[src/rtl/i2c_reg_mailbox.sv]
// I2C register map plus two byte FIFOs (i2c2host, host2i2c) between the I2C slave interface and the host.
// Optional macro I2C_MBOX_ERR_IRQ_EN: when defined, irq_o also reflects a non-zero ERR register.
module i2c_reg_mailbox #(
  parameter int          FIFO_DEPTH = 8,
  parameter logic [7:0]  MBOX_ID    = 8'hDA
) (
  input  logic       clk_i,
  input  logic       rstn_i,
  input  logic [7:0] i2c_reg_addr_i,
  input  logic [7:0] i2c_reg_wdata_i,
  input  logic       i2c_reg_wrenable_i,
  output logic [7:0] i2c_reg_rddata_o,
  input  logic       i2c_reg_rd_byte_complete_i,
  input  logic [7:0] host_wdata_i,
  input  logic       host_wvalid_i,
  output logic       host_wready_o,
  output logic [7:0] host_rdata_o,
  output logic       host_rvalid_o,
  input  logic       host_rready_i,
  output logic       irq_o
);

  localparam int AW = (FIFO_DEPTH > 1) ? $clog2(FIFO_DEPTH) : 1;
  localparam int CW = AW + 1;
  localparam logic [CW-1:0] FULL_CNT = CW'(FIFO_DEPTH);

  localparam logic [7:0] ADDR_ID      = 8'h00;
  localparam logic [7:0] ADDR_STATUS  = 8'h01;
  localparam logic [7:0] ADDR_SCRATCH = 8'h02;
  localparam logic [7:0] ADDR_ERR     = 8'h03;
  localparam logic [7:0] ADDR_I2H     = 8'h10;
  localparam logic [7:0] ADDR_H2I     = 8'h11;

  logic [7:0]    i2h_mem [FIFO_DEPTH];
  logic [AW-1:0] i2h_wr_ptr;
  logic [AW-1:0] i2h_rd_ptr;
  logic [CW-1:0] i2h_cnt;

  logic [7:0]    h2i_mem [FIFO_DEPTH];
  logic [AW-1:0] h2i_wr_ptr;
  logic [AW-1:0] h2i_rd_ptr;
  logic [CW-1:0] h2i_cnt;

  logic [7:0] scratch;
  logic [1:0] err;
  logic       irq;

  logic       i2h_full, i2h_empty, h2i_full, h2i_empty;
  logic       wr_i2h, i2h_push, i2h_pop;
  logic       h2i_rd_done, h2i_push, h2i_pop;
  logic [1:0] err_set, err_clr, err_next;
  logic [4:0] h2i_cnt_ext;
  logic [3:0] h2i_cnt_sat;
  logic [7:0] status;
  logic [7:0] h2i_head;
  logic       irq_next;

  assign i2h_full  = (i2h_cnt == FULL_CNT);
  assign i2h_empty = (i2h_cnt == '0);
  assign h2i_full  = (h2i_cnt == FULL_CNT);
  assign h2i_empty = (h2i_cnt == '0);

  // Full/empty decisions use pre-cycle occupancy, so a pop in the same cycle never frees room for a push.
  assign wr_i2h      = i2c_reg_wrenable_i && (i2c_reg_addr_i == ADDR_I2H);
  assign i2h_push    = wr_i2h && !i2h_full;
  assign i2h_pop     = !i2h_empty && host_rready_i;
  assign h2i_push    = host_wvalid_i && !h2i_full;
  assign h2i_rd_done = i2c_reg_rd_byte_complete_i && (i2c_reg_addr_i == ADDR_H2I);
  assign h2i_pop     = h2i_rd_done && !h2i_empty;

  assign err_set  = {h2i_rd_done && h2i_empty, wr_i2h && i2h_full};
  assign err_clr  = (i2c_reg_wrenable_i && (i2c_reg_addr_i == ADDR_ERR)) ? i2c_reg_wdata_i[1:0] : 2'b00;
  assign err_next = (err & ~err_clr) | err_set;

  assign h2i_cnt_ext = 5'(h2i_cnt);
  assign h2i_cnt_sat = h2i_cnt_ext[4] ? 4'hF : h2i_cnt_ext[3:0];
  assign status      = {h2i_cnt_sat, h2i_empty, h2i_full, i2h_empty, i2h_full};
  assign h2i_head    = h2i_empty ? 8'hFF : h2i_mem[h2i_rd_ptr];

`ifdef I2C_MBOX_ERR_IRQ_EN
  assign irq_next = !i2h_empty || (err != 2'b00);
`else
  assign irq_next = !i2h_empty;
`endif

  always_comb begin
    i2c_reg_rddata_o = 8'h00;
    case (i2c_reg_addr_i)
      ADDR_ID:      i2c_reg_rddata_o = MBOX_ID;
      ADDR_STATUS:  i2c_reg_rddata_o = status;
      ADDR_SCRATCH: i2c_reg_rddata_o = scratch;
      ADDR_ERR:     i2c_reg_rddata_o = {6'b0, err};
      ADDR_H2I:     i2c_reg_rddata_o = h2i_head;
      default:      i2c_reg_rddata_o = 8'h00;
    endcase
  end

  // Storage arrays carry no reset; occupancy counters guard every read.
  always_ff @(posedge clk_i) begin
    if (i2h_push) i2h_mem[i2h_wr_ptr] <= i2c_reg_wdata_i;
    if (h2i_push) h2i_mem[h2i_wr_ptr] <= host_wdata_i;
  end

  always_ff @(posedge clk_i or negedge rstn_i) begin
    if (!rstn_i) begin
      i2h_wr_ptr <= '0;
      i2h_rd_ptr <= '0;
      i2h_cnt    <= '0;
      h2i_wr_ptr <= '0;
      h2i_rd_ptr <= '0;
      h2i_cnt    <= '0;
      scratch    <= 8'h00;
      err        <= 2'b00;
      irq        <= 1'b0;
    end else begin
      if (i2h_push) i2h_wr_ptr <= i2h_wr_ptr + AW'(1);
      if (i2h_pop)  i2h_rd_ptr <= i2h_rd_ptr + AW'(1);
      if (i2h_push && !i2h_pop)      i2h_cnt <= i2h_cnt + CW'(1);
      else if (!i2h_push && i2h_pop) i2h_cnt <= i2h_cnt - CW'(1);

      if (h2i_push) h2i_wr_ptr <= h2i_wr_ptr + AW'(1);
      if (h2i_pop)  h2i_rd_ptr <= h2i_rd_ptr + AW'(1);
      if (h2i_push && !h2i_pop)      h2i_cnt <= h2i_cnt + CW'(1);
      else if (!h2i_push && h2i_pop) h2i_cnt <= h2i_cnt - CW'(1);

      if (i2c_reg_wrenable_i && (i2c_reg_addr_i == ADDR_SCRATCH)) scratch <= i2c_reg_wdata_i;
      err <= err_next;
      irq <= irq_next;
    end
  end

  assign host_wready_o = !h2i_full;
  assign host_rvalid_o = !i2h_empty;
  assign host_rdata_o  = i2h_empty ? 8'h00 : i2h_mem[i2h_rd_ptr];
  assign irq_o         = irq;

endmodule

[config.mk]
export PLATFORM = sky130hd
export DESIGN_NAME = i2c_reg_mailbox
export DESIGN_NICKNAME = d
export VERILOG_FILES = /design/src/rtl/i2c_reg_mailbox.sv
export SDC_FILE = /design/constraint.sdc
export NUM_CORES = 1
export LEC_CHECK = 0
export CORE_MARGIN = 1.5
export CORE_UTILIZATION = 50
export CTS_CLUSTER_SIZE = 25
export DETAILED_ROUTE_END_ITERATION = 7
export GPL_TIMING_DRIVEN = 0
export PLACE_DENSITY = 0.81
export RECOVER_POWER = 100
export SLEW_MARGIN = 15
export SYNTH_ARGS = -nofsm -noshare
export SYNTH_HDL_FRONTEND = slang
export SYNTH_SLANG_ARGS = --single-unit
[constraint.sdc]
create_clock -name clk_i -period 3.1 [get_ports clk_i]
set_input_delay 0.93 -clock clk_i [delete_from_list [all_inputs] [get_ports clk_i]]
set_output_delay 0.93 -clock clk_i [all_outputs]
set_load 0.005 [all_outputs]
Word-level counts from Yosys, hierarchy flattened
Memory sizes are Yosys's and may differ from the RTL's. Index checks and enable logic that the tools add are counted. W data, S select, Z words.

Flip-flop bits (word level): 31. Bits in latches: 0. Bits in writable memories: 128. Bits in read-only memories: 0. Bits of input ports: 30. Output and inout bits: 19. Word-level logic and storage cells: 68. Memories kept: 2.

Memories: h2i_mem (words 8, width 8, rd ports 1, clocked after Yosys merged registers in 0, write ports 1, line 39) `logic [7:0] h2i_mem [FIFO_DEPTH];`; i2h_mem (words 8, width 8, rd ports 1, clocked after Yosys merged registers in 0, write ports 1, line 34) `logic [7:0] i2h_mem [FIFO_DEPTH];`.

Add/subtract/negate cells: 8. Multipliers: 0. Div/mod/pow operators: 0. Order comparisons: 0. Equal/unequal tests: 7. Shifts and indexed selects: 0. Multiplexer cells: 12. Bitwise operators: 3. Reduce and logical (&&, ||, !) cells: 27.

Operators by type and width (count): $pmux W8 S5 (1); $eq A8 B2 Y1 const B (2); $eq A8 B5 Y1 const B (2); $mux W4 (4); $mux W8 (2); $logic_and A1 B1 Y1 (14); $add A3 B1 Y3 const B (4); $add A4 B1 Y4 const B (2); $eq A4 B4 Y1 const B (2); $eq A8 B1 Y1 const B (1); $logic_not A1 Y1 (8); $logic_not A4 Y1 (2); $logic_not A8 Y1 (1); $sub A4 B1 Y4 const B (2); $mux W1 (4); $reduce_bool A2 Y1 (2); $and A2 B2 Y2 (1); $mux W2 (1); $not A2 Y2 (1); $or A2 B2 Y2 (1).

Depth between registers and ports, before layout
Depth after elaboration: 7. Depth in mapped cells: 11. Mapped depth without buffers: 10.

Least setup slack after synthesis
No wires, ideal clock.

Kind: input to register. Start: input i2c_reg_addr_i[1]. End: register h2i_cnt[3]. Library setup time: 0.136 ns. Arrival: 2.978 ns. Required time: 2.964 ns. Path slack: -0.014 ns. Stages: 10. Path buffers: 1. Cells stage by stage: nor4_4 > and4_1 > buf_2 > nand3_2 > ha_1 > inv_1 > ha_1 > a21o_1 > a2111oi_0 > o31ai_1.

Word-level cells in the longest chain between the ends: 6. Elaborated cells between the ends (all ways): 8. Classes of those cells: eq/ne: 1; mux: 1; reduce/logical: 6.

RTL lines: start: declaration (line 9) `input logic [7:0] i2c_reg_addr_i,`; $eq A8 B5 Y1 (*) (line 68) `assign h2i_rd_done = i2c_reg_rd_byte_complete_i && (i2c_reg_addr_i == ADDR_H2I);`; $logic_and A1 B1 Y1 (*) (line 68); $logic_and A1 B1 Y1 (*) (line 69) `assign h2i_pop = h2i_rd_done && !h2i_empty;`; $logic_not A1 Y1 (line 123) `if (h2i_push && !h2i_pop) h2i_cnt <= h2i_cnt + CW'(1);`; $logic_and A1 B1 Y1 (line 123); $mux W4 / $reduce_bool A2 Y1 (equally long branches); end signal: assignment (line 123); end signal: assignment (line 124) `else if (!h2i_push && h2i_pop) h2i_cnt <= h2i_cnt - CW'(1);`; end: declaration (line 42) `logic [CW-1:0] h2i_cnt;`.

Every way passes the cells marked *; elsewhere a longest branch is shown, timed or not. A chain may end at the register's enable or synchronous reset.

Final worst setup path
Start: input i2c_reg_addr_i[1]. End: output i2c_reg_rddata_o[7].

Word-level cells in the longest chain between the ends: 2. Elaborated cells between the ends (all ways): 6. Classes of those cells: eq/ne: 4; mux: 1; reduce/logical: 1.

RTL lines: $eq A8 B5 Y1 (tied with other cells) (line 88) `case (i2c_reg_addr_i)`; $pmux W8 S5 (*) (line 88); end: declaration (line 12) `output logic [7:0] i2c_reg_rddata_o,`.

Marked as above.

==> flow_summary.ini <==
[outcome]
status = complete, but fails checks
violations = capacitance limit, slew limit, setup timing

[clock_network]
cts-root-buf = clkbuf_16
cts_buffer_depth = 2
clk_pin_slew_ns = 0.06
cts.sinks = 159
numCtsBuffers = 17
clock_latency_ns = 0.41
cts_tree = done
htree_levels = 4

[floorplan]
die_w_um = 120
dieArea_um2 = 14400
ioPinCount = 49
start_util_pct = 51.5
die_h_um = 120
rows = 42
core_um2 = 13300

[synth]
synthTopCellsByArea = edfxtp_1 56%, dfrtp_1 11%, mux4_1 5.8%, mux4_2 5.6%, mux2_2 2.5%
netlist_area_um2 = 6850
synth_warnings = 0
synthFlopType = edfxtp_1
synth-edff-count = 128
postSynth.asyncResetShare_pct = 19.5
synth_cells = 395
synth_cell_types = 50
ys_ff_latch = 159
synth_top_area_share_pct = 56.1
seq_area_frac_synth_pct = 67.4
synth.net_count = 437
synth.avg_cell_area_um2 = 17.3
synth_area_leader_cell = edfxtp_1

[drt]
wirelength_um = 13600
vias = 3787
drt_iter0_markers = 256
wire_per_inst_um = 20.5
viasPerCell = 5.69
ant_nets = 0
firstDrtPassIters = 5
drcViolationCount = 0

[global_routing]
grt_overflow = 0
antenna_found_initial = 0
grt_pass1_wl_um = 21400
first_global_vias = 3972
grt_max_degree = 32
grt_usage_pct = 20.3

[cells_and_area]
layout_commonest_cell = edfxtp_1
area_delta_synth_final_pct = 22.6
layout_common_cells = 128 x edfxtp_1, 30 x mux4_2, 29 x dfrtp_1
nets = 518
antenna_cells = 0
drive_gt1_share_pct = 28.8

[min_path]
worstHoldPathType = reg2reg
whs_path_depth = 1

[sta]
hold_viol_final = 0
relSlewSlack_pct = -23.1
setup_slack_ns = -0.165
skew_ns = 0.00524
setup_tns_ns = -0.816
rsz0062_at_grt = true
period_needed_ns = 3.27
slew_viol_final = 32
worst_pin_slew_ns = 1.85
setup_viol = 9
fmax_ghz = 0.306
fin_crit_sh_pct = 105

[job]
drv_cap = 1

[worst_setup_path]
worstPathMaxFanout = 8
crit_path_end_kind = output pin
criticalPathCategory = in2out
cp.arrival_ns = 2.34
crit_required_ns = 2.17
cp-start-kind = input pin
reg2reg_depth = 10

[power_and_ir_drop]
p_comb_share_pct = 24.1
p_per_area_nw_per_um2 = 769
clockPowerShare_pct = 33.2
leakage_nw = 3.01
max-vdd-ir-drop_mv = 0.568
p_seq_share_pct = 42.7
internal_power_w = 0.00475
p_switching_w = 0.00170
power.share.switching_pct = 26.4

[place]
dp_hpwl_um = 8810
preCtsSetupSlack_ns = -1.14
gp_congestion = 0.921
io_buffers = 48
[area by class of cell]
type	count	area, µm²
plain buffers	15	131
clock buffers	21	460
clock inverters	11	163
fillers	938	4900
inverters	9	33.8
multi-input cells	208	2180
flip-flops and latches	159	4620
well taps	176	220
repair buffers	66	584
[per-stage QoR]
stage	util [%]	instance area [µm²]	hold WS (ns)	cells	power, W
after floorplan	-	6850	0.466	395	0.00367
after global placement	56.8	7550	0.488	619	0.00412
after detailed placement	57.1	7590	0.492	621	0.00423
after CTS	62.5	8310	0.515	657	0.00644
after global routing	63.1	8400	0.528	665	0.00675
final	63.1	8400	0.513	665	0.00645
[synth_stat cells, types with 2 or more instances]
| cell | count |
|---|---|
| a2111oi_0 | 2 |
| a21o_1 | 4 |
| a21oi_1 | 5 |
| a221o_1 | 4 |
| and2_1 | 2 |
| buf_1 | 2 |
| buf_2 | 7 |
| clkbuf_1 | 8 |
| dfrtp_1 | 31 |
| edfxtp_1 | 128 |
| fa_1 | 2 |
| ha_1 | 10 |
| inv_1 | 9 |
| mux2_2 | 15 |
| mux2i_1 | 15 |
| mux4_1 | 15 |
| mux4_2 | 17 |
| nand2_1 | 21 |
| nand2b_1 | 6 |
| nand3_1 | 3 |
| nand4_1 | 4 |
| nor2_1 | 19 |
| nor2b_1 | 3 |
| nor3_1 | 14 |
| nor4_1 | 2 |
| nor4b_1 | 2 |
| o211ai_1 | 2 |
| o21ai_0 | 6 |
| o22ai_1 | 5 |
| o31ai_1 | 2 |
| xnor2_1 | 11 |
[path summary, 6_finish.rpt]
kind	to	slack, ns	start
max in group asynchronous	i2h_rd_ptr[1]$_DFFE_PN0P_	0.88	rstn_i
max reg2reg	h2i_cnt[3]$_DFFE_PN0P_	0.14	h2i_cnt[1]$_DFFE_PN0P_
max	i2c_reg_rddata_o[7]	-0.17	i2c_reg_addr_i[1]
min	scratch[4]$_DFFE_PN0P_	0.51	scratch[4]$_DFFE_PN0P_
min reg2reg	scratch[4]$_DFFE_PN0P_	0.51	scratch[4]$_DFFE_PN0P_
min in group asynchronous	h2i_cnt[0]$_DFFE_PN0P_	1.01	rstn_i
[critical path: stages]
cell,delay (ns)
clkbuf_4,0.17
nor4_4,0.33
clkbuf_1,0.19
and4_4,0.26
buf_6,0.13
a221o_1,0.19
buf_2,0.13
[layer usage]
layer,GRT usage (%),part of all wire (%)
met1,23.0,38
met2,36.6,55
met3,5.32,4.6
met4,7.81,2.3
met5,0,0
[cell families after synthesis]
family	after synthesis	share of synthesized area [%]
XOR/XNOR	12	1.53
adder cells (fa/ha/maj)	12	2.41
AO/OA/AOI/OAI	34	3.47
buffers and inverters	28	2.01
flip-flops	159	67.4
multiplexers	64	16.4
AND/OR/NAND/NOR	86	6.76
[power groups by stage]
stage | Sequential (W) | Combinational (W) | Clock, W
floorplan | 0.00271 | 0.000954 | 0
finish | 0.00275 | 0.00156 | 0.00214
CTS | 0.00277 | 0.00149 | 0.00218
detailed placement | 0.00277 | 0.00146 | 0
global route | 0.00278 | 0.00170 | 0.00226
global placement | 0.00274 | 0.00138 | 0
[registers in the layout (all words and copies together) (netlist names)]
register,flops
h2i_mem,64
err,2
i2h_cnt,4
i2h_mem,64
i2h_rd_ptr,3
i2h_wr_ptr,3
scratch,8
h2i_rd_ptr,3
h2i_wr_ptr,3
irq_o,1
h2i_cnt,4
[what timing repair did]
item | in CTS | in global routing
gates cloned | 0 | 1
pin swaps | 12 | 12
hold endpoints to repair | 0 | 0
setup buffers | 8 | 7
hold buffers | 0 | 0
resized for setup | 101 | 28
endpoints found under the setup margin | 54 | 11
Power figures use the tool's default switching activity.
